===== config.mk =====
export PLATFORM = sky130hd
export DESIGN_NAME = mem_bus_sequencer
export DESIGN_NICKNAME = d
export VERILOG_FILES = /design/src/rtl/mem_bus_pkg.sv /design/src/rtl/bus_lane_steer.sv /design/src/rtl/mem_bus_sequencer.sv
export SDC_FILE = /design/constraint.sdc
export NUM_CORES = 1
export LEC_CHECK = 0
export BUFFER_PORTS_ARGS = -buffer_cell sky130_fd_sc_hd__clkbuf_2
export CAP_MARGIN = 20
export CORE_UTILIZATION = 40
export DETAILED_ROUTE_END_ITERATION = 7
export PLACE_DENSITY = 0.67
export SYNTH_ARGS = -nofsm -noshare
export SYNTH_HDL_FRONTEND = slang
export SYNTH_SLANG_ARGS = --single-unit

===== constraint.sdc =====
create_clock -name clk -period 2.6 [get_ports clk]
set_clock_uncertainty 0.2 [all_clocks]
set_input_delay 0.52 -clock clk [delete_from_list [all_inputs] [get_ports clk]]
set_output_delay 0.52 -clock clk [all_outputs]
set_load 0.01 [all_outputs]

===== src/rtl/mem_bus_pkg.sv =====
// Shared types and lane-enable constants for the memory bus sequencer.
// Used by mem_bus_sequencer and bus_lane_steer.
package mem_bus_pkg;

  typedef enum logic [1:0] {
    IDLE  = 2'd0,
    XFER0 = 2'd1,
    XFER1 = 2'd2,
    RESP  = 2'd3
  } state_t;

  localparam logic [1:0] BE_LO   = 2'b01;
  localparam logic [1:0] BE_HI   = 2'b10;
  localparam logic [1:0] BE_WORD = 2'b11;

  // Widen a read byte to 16 bits, replicating bit 7 when sign extension is asked for.
  function automatic logic [15:0] extend_byte(input logic [7:0] b, input logic sext);
    extend_byte = {(sext ? {8{b[7]}} : 8'h00), b};
  endfunction

endpackage


===== src/rtl/bus_lane_steer.sv =====
// Combinational byte-lane steering for writes, lane capture selection for reads,
// and final read merge/extension for the memory bus sequencer.
module bus_lane_steer
  import mem_bus_pkg::*;
(
  input  logic        word,
  input  logic        odd,
  input  logic        second,
  input  logic        sext,
  input  logic [15:0] wdata,
  input  logic [15:0] mem_rdata,
  input  logic [7:0]  res_lo,
  input  logic [7:0]  res_hi,
  output logic [1:0]  be,
  output logic [15:0] lane_wdata,
  output logic [7:0]  cap_lo,
  output logic [7:0]  cap_hi,
  output logic [15:0] result
);

  // The second half of a split word always lands on the even lane of the next word.
  always_comb begin
    be         = BE_LO;
    lane_wdata = {8'h00, wdata[7:0]};
    if (second) begin
      be         = BE_LO;
      lane_wdata = {8'h00, wdata[15:8]};
    end else if (word && !odd) begin
      be         = BE_WORD;
      lane_wdata = wdata;
    end else if (odd) begin
      be         = BE_HI;
      lane_wdata = {wdata[7:0], 8'h00};
    end
  end

  always_comb begin
    cap_lo = odd ? mem_rdata[15:8] : mem_rdata[7:0];
    cap_hi = second ? mem_rdata[7:0] : mem_rdata[15:8];
    result = word ? {res_hi, res_lo} : extend_byte(res_lo, sext);
  end

endmodule


===== src/rtl/mem_bus_sequencer.sv =====
// Two-port arbiter and sequencer in front of a 16-bit little-endian memory port.
// Define MEM_SEQ_ROUND_ROBIN_EN for alternating tie-break; default is fixed priority to port 1.
module mem_bus_sequencer
  import mem_bus_pkg::*;
#(
  parameter int AW = 16,
  parameter int DW = 16
) (
  input  logic          clk,
  input  logic          reset,
  input  logic [1:0]    req,
  input  logic [AW-1:0] addr0,
  input  logic [AW-1:0] addr1,
  input  logic          word0,
  input  logic          word1,
  input  logic          sext0,
  input  logic          sext1,
  input  logic          we1,
  input  logic [DW-1:0] wdata1,
  output logic [1:0]    ack,
  output logic [DW-1:0] rdata,
  output logic          mem_valid,
  output logic [AW-2:0] mem_addr,
  output logic          mem_we,
  output logic [1:0]    mem_be,
  output logic [DW-1:0] mem_wdata,
  input  logic [DW-1:0] mem_rdata,
  input  logic          mem_ready
);

  state_t        state, state_next;
  logic          h_port;
  logic [AW-1:0] h_addr;
  logic          h_word;
  logic          h_sext;
  logic          h_we;
  logic [DW-1:0] h_wdata;
  logic [7:0]    res_lo;
  logic [7:0]    res_hi;
  logic          grant1;
  logic          split;
  logic [AW-2:0] word_addr;
  logic [1:0]    lane_be;
  logic [DW-1:0] lane_wdata;
  logic [7:0]    cap_lo;
  logic [7:0]    cap_hi;
  logic [DW-1:0] result;

  assign split     = h_word & h_addr[0];
  assign word_addr = h_addr[AW-1:1];

`ifdef MEM_SEQ_ROUND_ROBIN_EN
  logic last_grant;

  // On a tie, hand the grant to whichever port did not win last time.
  assign grant1 = req[1] && !(req[0] && last_grant);

  always_ff @(posedge clk) begin
    if (reset) begin
      last_grant <= 1'b0;
    end else if (state == IDLE && req != 2'b00) begin
      last_grant <= grant1;
    end
  end
`else
  assign grant1 = req[1];
`endif

  bus_lane_steer u_steer (
    .word       (h_word),
    .odd        (h_addr[0]),
    .second     (state == XFER1),
    .sext       (h_sext),
    .wdata      (h_wdata),
    .mem_rdata  (mem_rdata),
    .res_lo     (res_lo),
    .res_hi     (res_hi),
    .be         (lane_be),
    .lane_wdata (lane_wdata),
    .cap_lo     (cap_lo),
    .cap_hi     (cap_hi),
    .result     (result)
  );

  always_ff @(posedge clk) begin
    if (reset) begin
      state   <= IDLE;
      h_port  <= 1'b0;
      h_addr  <= '0;
      h_word  <= 1'b0;
      h_sext  <= 1'b0;
      h_we    <= 1'b0;
      h_wdata <= '0;
      res_lo  <= 8'h00;
      res_hi  <= 8'h00;
    end else begin
      state <= state_next;
      if (state == IDLE && req != 2'b00) begin
        h_port  <= grant1;
        h_addr  <= grant1 ? addr1 : addr0;
        h_word  <= grant1 ? word1 : word0;
        h_sext  <= grant1 ? sext1 : sext0;
        h_we    <= grant1 & we1;
        h_wdata <= grant1 ? wdata1 : '0;
        res_lo  <= 8'h00;
        res_hi  <= 8'h00;
      end
      // Split reads overwrite the high byte again in the second cycle.
      if (state == XFER0 && mem_ready) begin
        res_lo <= cap_lo;
        res_hi <= cap_hi;
      end
      if (state == XFER1 && mem_ready) begin
        res_hi <= cap_hi;
      end
    end
  end

  always_comb begin
    state_next = state;
    mem_valid  = 1'b0;
    mem_we     = 1'b0;
    mem_be     = 2'b00;
    mem_addr   = '0;
    mem_wdata  = '0;
    ack        = 2'b00;
    rdata      = '0;
    case (state)
      IDLE: begin
        if (req != 2'b00) state_next = XFER0;
      end
      XFER0: begin
        mem_valid = 1'b1;
        mem_we    = h_we;
        mem_be    = lane_be;
        mem_addr  = word_addr;
        mem_wdata = h_we ? lane_wdata : '0;
        if (mem_ready) state_next = split ? XFER1 : RESP;
      end
      XFER1: begin
        mem_valid = 1'b1;
        mem_we    = h_we;
        mem_be    = lane_be;
        mem_addr  = word_addr + (AW-1)'(1);
        mem_wdata = h_we ? lane_wdata : '0;
        if (mem_ready) state_next = RESP;
      end
      RESP: begin
        ack        = h_port ? 2'b10 : 2'b01;
        rdata      = h_we ? '0 : result;
        state_next = IDLE;
      end
      default: state_next = IDLE;
    endcase
  end

endmodule

# Word-level counts from Yosys, hierarchy flattened
# Index checks and enable logic that the tools add are counted.
[classes] add_sub_neg=1 eq_ne=6 muxes=33 bitwise_logic=2 n_reduce_logical=11
[ops] operator="16-bit two-way mux" n=10
[ops] operator="8-bit two-way mux" n=7
[ops] operator="15-bit one-hot mux with 2 select lines" n=1
[ops] operator="2-bit two-way mux" n=9
[ops] operator="15-bit by 1-bit adder with 15-bit output, second input constant" n=1
[ops] operator="2-bit one-hot mux with 4 select lines" n=1
[ops] operator="1-bit two-way mux" n=5
[ops] operator="2-bit equality test, second input constant" n=2
[ops] operator="1-bit logical AND" n=4
[ops] operator="2-bit != test, second input constant" n=2
[ops] operator="2-bit nonzero test" n=2
[ops] operator="3-bit AND reduction" n=1
[ops] operator="3-bit nonzero test" n=1
[ops] operator="1-bit AND" n=2
[ops] operator="2-bit by 1-bit equality test with 1-bit output, second input constant" n=1
[ops] operator="2-bit zero test" n=1
[ops] operator="2-bit by 1-bit != test with 1-bit output, second input constant" n=1
[ops] operator="2-bit OR reduction" n=1
[ops] operator="1-bit zero test" n=1
[word_totals] register_bits=54 inputBits=74 out_inout_bits=53 word_cells=62

# Depth between registers and ports, before layout
[depth] word_depth=6 ltp_mapped=8 depth_no_buf=6

# Modules after synthesis
# From an unflattened synthesis, not the netlist that was laid out.
[hier_totals] cells_unflattened=442 hier_area_um2=3508.4
[by_module_without_submodules] module="mem_bus_sequencer" instances=1 cells_per_inst=369 area_per_inst_um2=2962.8 seq_area_each_um2=1081.0
[by_module_without_submodules] module="bus_lane_steer" instances=1 cells_per_inst=73 area_per_inst_um2=545.5 seq_area_each_um2=0.0

# Worst setup path before layout
# No wires, ideal clock.
[synth_path] path_kind="reg2out" start="register state[1]" end="output port mem_addr[13]" arrival_time_ns=1.646 required_time_ns=1.880 path_slack_ns=0.234 path_stages_with_launch=6 n_path_buf=1 path_cell_list="dfxtp_1 inv_1 ha_1 nand2_1 clkbuf_1 o41ai_1"
[synth_via] elab_chain_len=2 elab_cells_between_ends=3 cone_classes="eq/ne: 2; mux: 1"
[synth_rtl] item="start: declaration" line="mem_bus_sequencer.sv:31" text="state_t state, state_next;"
[synth_rtl] item="start signal: assignment" line="mem_bus_sequencer.sv:97" text="state <= state_next;"
[synth_rtl] item="2-bit equality test / 2-bit by 1-bit equality test with 1-bit output (equally long branches)" line="mem_bus_sequencer.sv:128" text="case (state)"
[synth_rtl] item="15-bit one-hot mux with 2 select lines *" line="mem_bus_sequencer.sv:128"
[synth_rtl] item="end: declaration" line="mem_bus_sequencer.sv:23" text="output logic [AW-2:0] mem_addr,"
# Mark *: on every way between the ends. The rest lies on a longest branch, timed or not.

# Final worst setup path
[layout_path] start="register h_addr[2]" end="output port mem_addr[10]"
[layout_via] elab_chain_len=2
[layout_rtl] item="start: declaration" line="mem_bus_sequencer.sv:33" text="logic [AW-1:0] h_addr;"
[layout_rtl] item="start signal: assignment" line="mem_bus_sequencer.sv:100" text="h_addr <= grant1 ? addr1 : addr0;"
[layout_rtl] item="15-bit by 1-bit adder with 15-bit output" line="mem_bus_sequencer.sv:144" text="mem_addr = word_addr + (AW-1)'(1);"
[layout_rtl] item="15-bit one-hot mux with 2 select lines" line="mem_bus_sequencer.sv:128"
# No other way between the ends.

==> out/results.tsv <==
metric	value	unit
top-area cell type share of the netlist area	32.40	%
clock sink count	54	
GPL Wtd Cong	0.8698	
Core Region	7888	um2
post-synthesis cell type count	52	
Port Buffer Count	126	
Antenna Nets Post-Route	0	
clock latency on the worst-skew pair	0.30	ns
WS Path Type	reg -> out	
I/O pin total	127	
worst slew pin tran	0.4700	ns
Fmax	0.3906	GHz
slowest stage delay, CP	0.40	ns
clock root buffer	clkbuf_8	
CTS H-tree depth	2	
Synth Warn #	0	
fraction of registers with async set/reset	0	%
drt first-iter violations	165	
vias per cell	5.512	
Chip Height	93.34	um
Required @ worst endpoint	1.88	ns
Final Hold Fails	0	
area delta synth->final	30.15	%
crit end category	output pin	
nets	629	
DRC viols	0	
Worst Path Arrival	1.84	ns
total routed wirelength	9808	um
die footprint	8711	um2
hold buffers post-CTS	0	
TritonCTS clock tree	built	
drt pass-1 iters	4	
Seq cells post-synth	54	
syn avg cell area	7.778	um2
DR vias	3594	
Post-Synthesis Cells	429	
Final min period	2.560	ns
post-synthesis sequential area ratio	32.40	%
pwr/cell area	908.1	nW/um2
die width	93.34	um
largest net degree at the start of global routing	31	
Worst-path clk slew	0.10	ns
GRT Total Usage	22.37	%
share of layout cells above drive strength 1	35.27	%
row count	32	
hold crit path type	in -> reg	
CTS buffer count	5	
CP Launch Type	register	
status	complete, no violations	
family with the most delay on the worst path	simple AND/OR/NAND/NOR gates	
Routed WL per cell	15.04	um
Diodes inserted	0	
Rel. slew slack	68.59	%
Lkg Pwr	0.001909	uW
Post-Synthesis Cell Area	3337	um2
critical path peak fanout	5	
ys flop type	dfxtp_1	
crit path max-delay cell type	dfxtp_4	
initial antenna violation count	0	
Buffers & Inverters on Critical Path	1	
vias in the first global route	3221	
first-pass GRT wire length	15510	um
Area contributors post-synth	dfxtp_1 32%, mux2i_1 10%, nor2_1 7.9%	
Final Cycle Share	98.46	%
cell taking the most area after synthesis	dfxtp_1	
EDFF count, synth	0	
GR Overflow Total	0	
Clock Tree Buf Depth	2	
CP Cell Sequence	ha_4 > nand4_1 > nor2_2 > nand3_1 > o31ai_1 > clkbuf_2	
HPWL Detailed	7067	um
Hold WS	0.2501	ns
max_cap viols	0	
Setup violations, final	0	
setup TNS	0	ns
syn nets	509	
Initial Util	42.31	%
worst vdd ir	0.0003268	V
Pins Over Slew Limit	0	
unrepaired setup endpoints after global routing	yes	
worst reg2reg max path: cells and delay by family (launching register included):
| kind | cells | cell delay [ns] |
|---|---|---|
| buf+inv | 2 | 0.32 |
| fa+ha+maj | 1 | 0.31 |
| simple gates | 2 | 0.18 |
| flops | 1 | 0.37 |
| compound gates | 2 | 0.59 |
cells by family (layout without fill, tap and decap cells):
logic type                 count (synthesis)  in the layout  share of synthesized area (%)
xor gates and xnor gates                   1              1                         0.2625
muxes                                     43             43                          13.20
and+or+nand+nor                          169            169                          23.55
AOI/OAI and AO/OA                        110            110                          21.78
buffers and inverters                     46            167                          6.561
DFF                                       54             54                          32.40
adders and majority gates                  6              6                          2.250
cells in the final DEF, fill, tap and decap left out, types with 4 or more instances in the layout:
cell	netlist	routed
nor2b_1	4	4
o21ai_0	7	7
a21o_1	4	4
nand4_1	5	5
a31oi_1	9	9
mux2i_1	35	35
mux2_2	6	6
a21oi_1	38	38
a211oi_1	19	19
clkbuf_2	0	125
nand3_1	22	22
dfxtp_2	0	4
buf_4	4	21
nor2_1	70	69
inv_1	10	9
dfxtp_1	54	47
clkbuf_8	1	6
a22oi_1	9	9
and2_1	13	12
nand2_1	42	38
final timing paths:
kind / from / slack [ns] / endpoint / cells past startpoint
worst max-delay path: h_addr[2] / 0.04 / mem_addr[10] / 6
worst min-delay path: wdata1[7] / 0.25 / h_wdata[7] / 3
worst max register to register: state[1] / 0.53 / res_hi[0] / 7
worst min register to register: h_wdata[12] / 0.28 / h_wdata[12] / 2
stage by stage:
stage / setup WS [ns] / utilization (%) / instances / total power, uW / instance area, um2
after floorplan: 0.2342 / - / 429 / 2519 / 3337
final: 0.03993 / 55.06 / 652 / 3944 / 4343
after global routing: -0.03367 / 55.06 / 652 / 4244 / 4343
after detailed placement: 0.05033 / 51.38 / 640 / 3075 / 4053
after global placement: 0.1535 / 51.38 / 640 / 3025 / 4053
after CTS: 0.00008527 / 53.76 / 649 / 3829 / 4240
cell usage after synthesis, types with 3 or more instances:
cell and count:
nor2_1 70, dfxtp_1 54, nand2_1 42, a21oi_1 38, mux2i_1 35, nand3_1 22, a211oi_1 19, clkbuf_1 14
and2_1 13, buf_2 11, inv_1 10, a22oi_1 9, a31oi_1 9, o21ai_0 7, ha_1 6, mux2_2 6
nand4_1 5, a21o_1 4, buf_1 4, buf_4 4, nor2b_1 4, a21boi_0 3, a41oi_1 3
state kept, by name, indices dropped and copies added (netlist names):
name,flops
h_wdata,16
res_lo,8
h_addr,16
res_hi,8
h_sext,1
h_we,1
state,2
h_port,1
h_word,1
cell type report:
cell class | instances | area [um2]
Fill cell | 775 | 3545
Multi-Input combinational cell | 329 | 2136
Sequential cell | 54 | 1097
Timing Repair Buffer | 148 | 793.3
Tap cell | 102 | 127.6
Clock buffer | 6 | 82.58
Clock inverter | 2 | 60.06
Inverter | 11 | 46.29
report_power, final:
part	switching (uW)	leakage, uW	internal (uW)	total, uW
combinational	1200	0.00139	817	2010
sequential	198	0.000446	1040	1240
clock	282	0.0000714	411	693
metal layers:
| metal | vias to the layer above | wire (um) | global-route usage, % |
|---|---|---|---|
| met5 | - | 0 | 0 |
| met4 | 0 | 93 | 4.615 |
| met3 | 9 | 596 | 3.089 |
| met2 | 138 | 4860 | 38.73 |
| met1 | 1685 | 4258 | 29.56 |
| li1 | 1762 | - | - |
timing repair:
item                                    CTS  global route
gates resized for setup                  13            23
setup buffers                             1             3
endpoints found under the hold margin     0             0
pin swaps                                 1             4
endpoints found under the setup margin   26            34
Power figures use the tool's default switching activity.
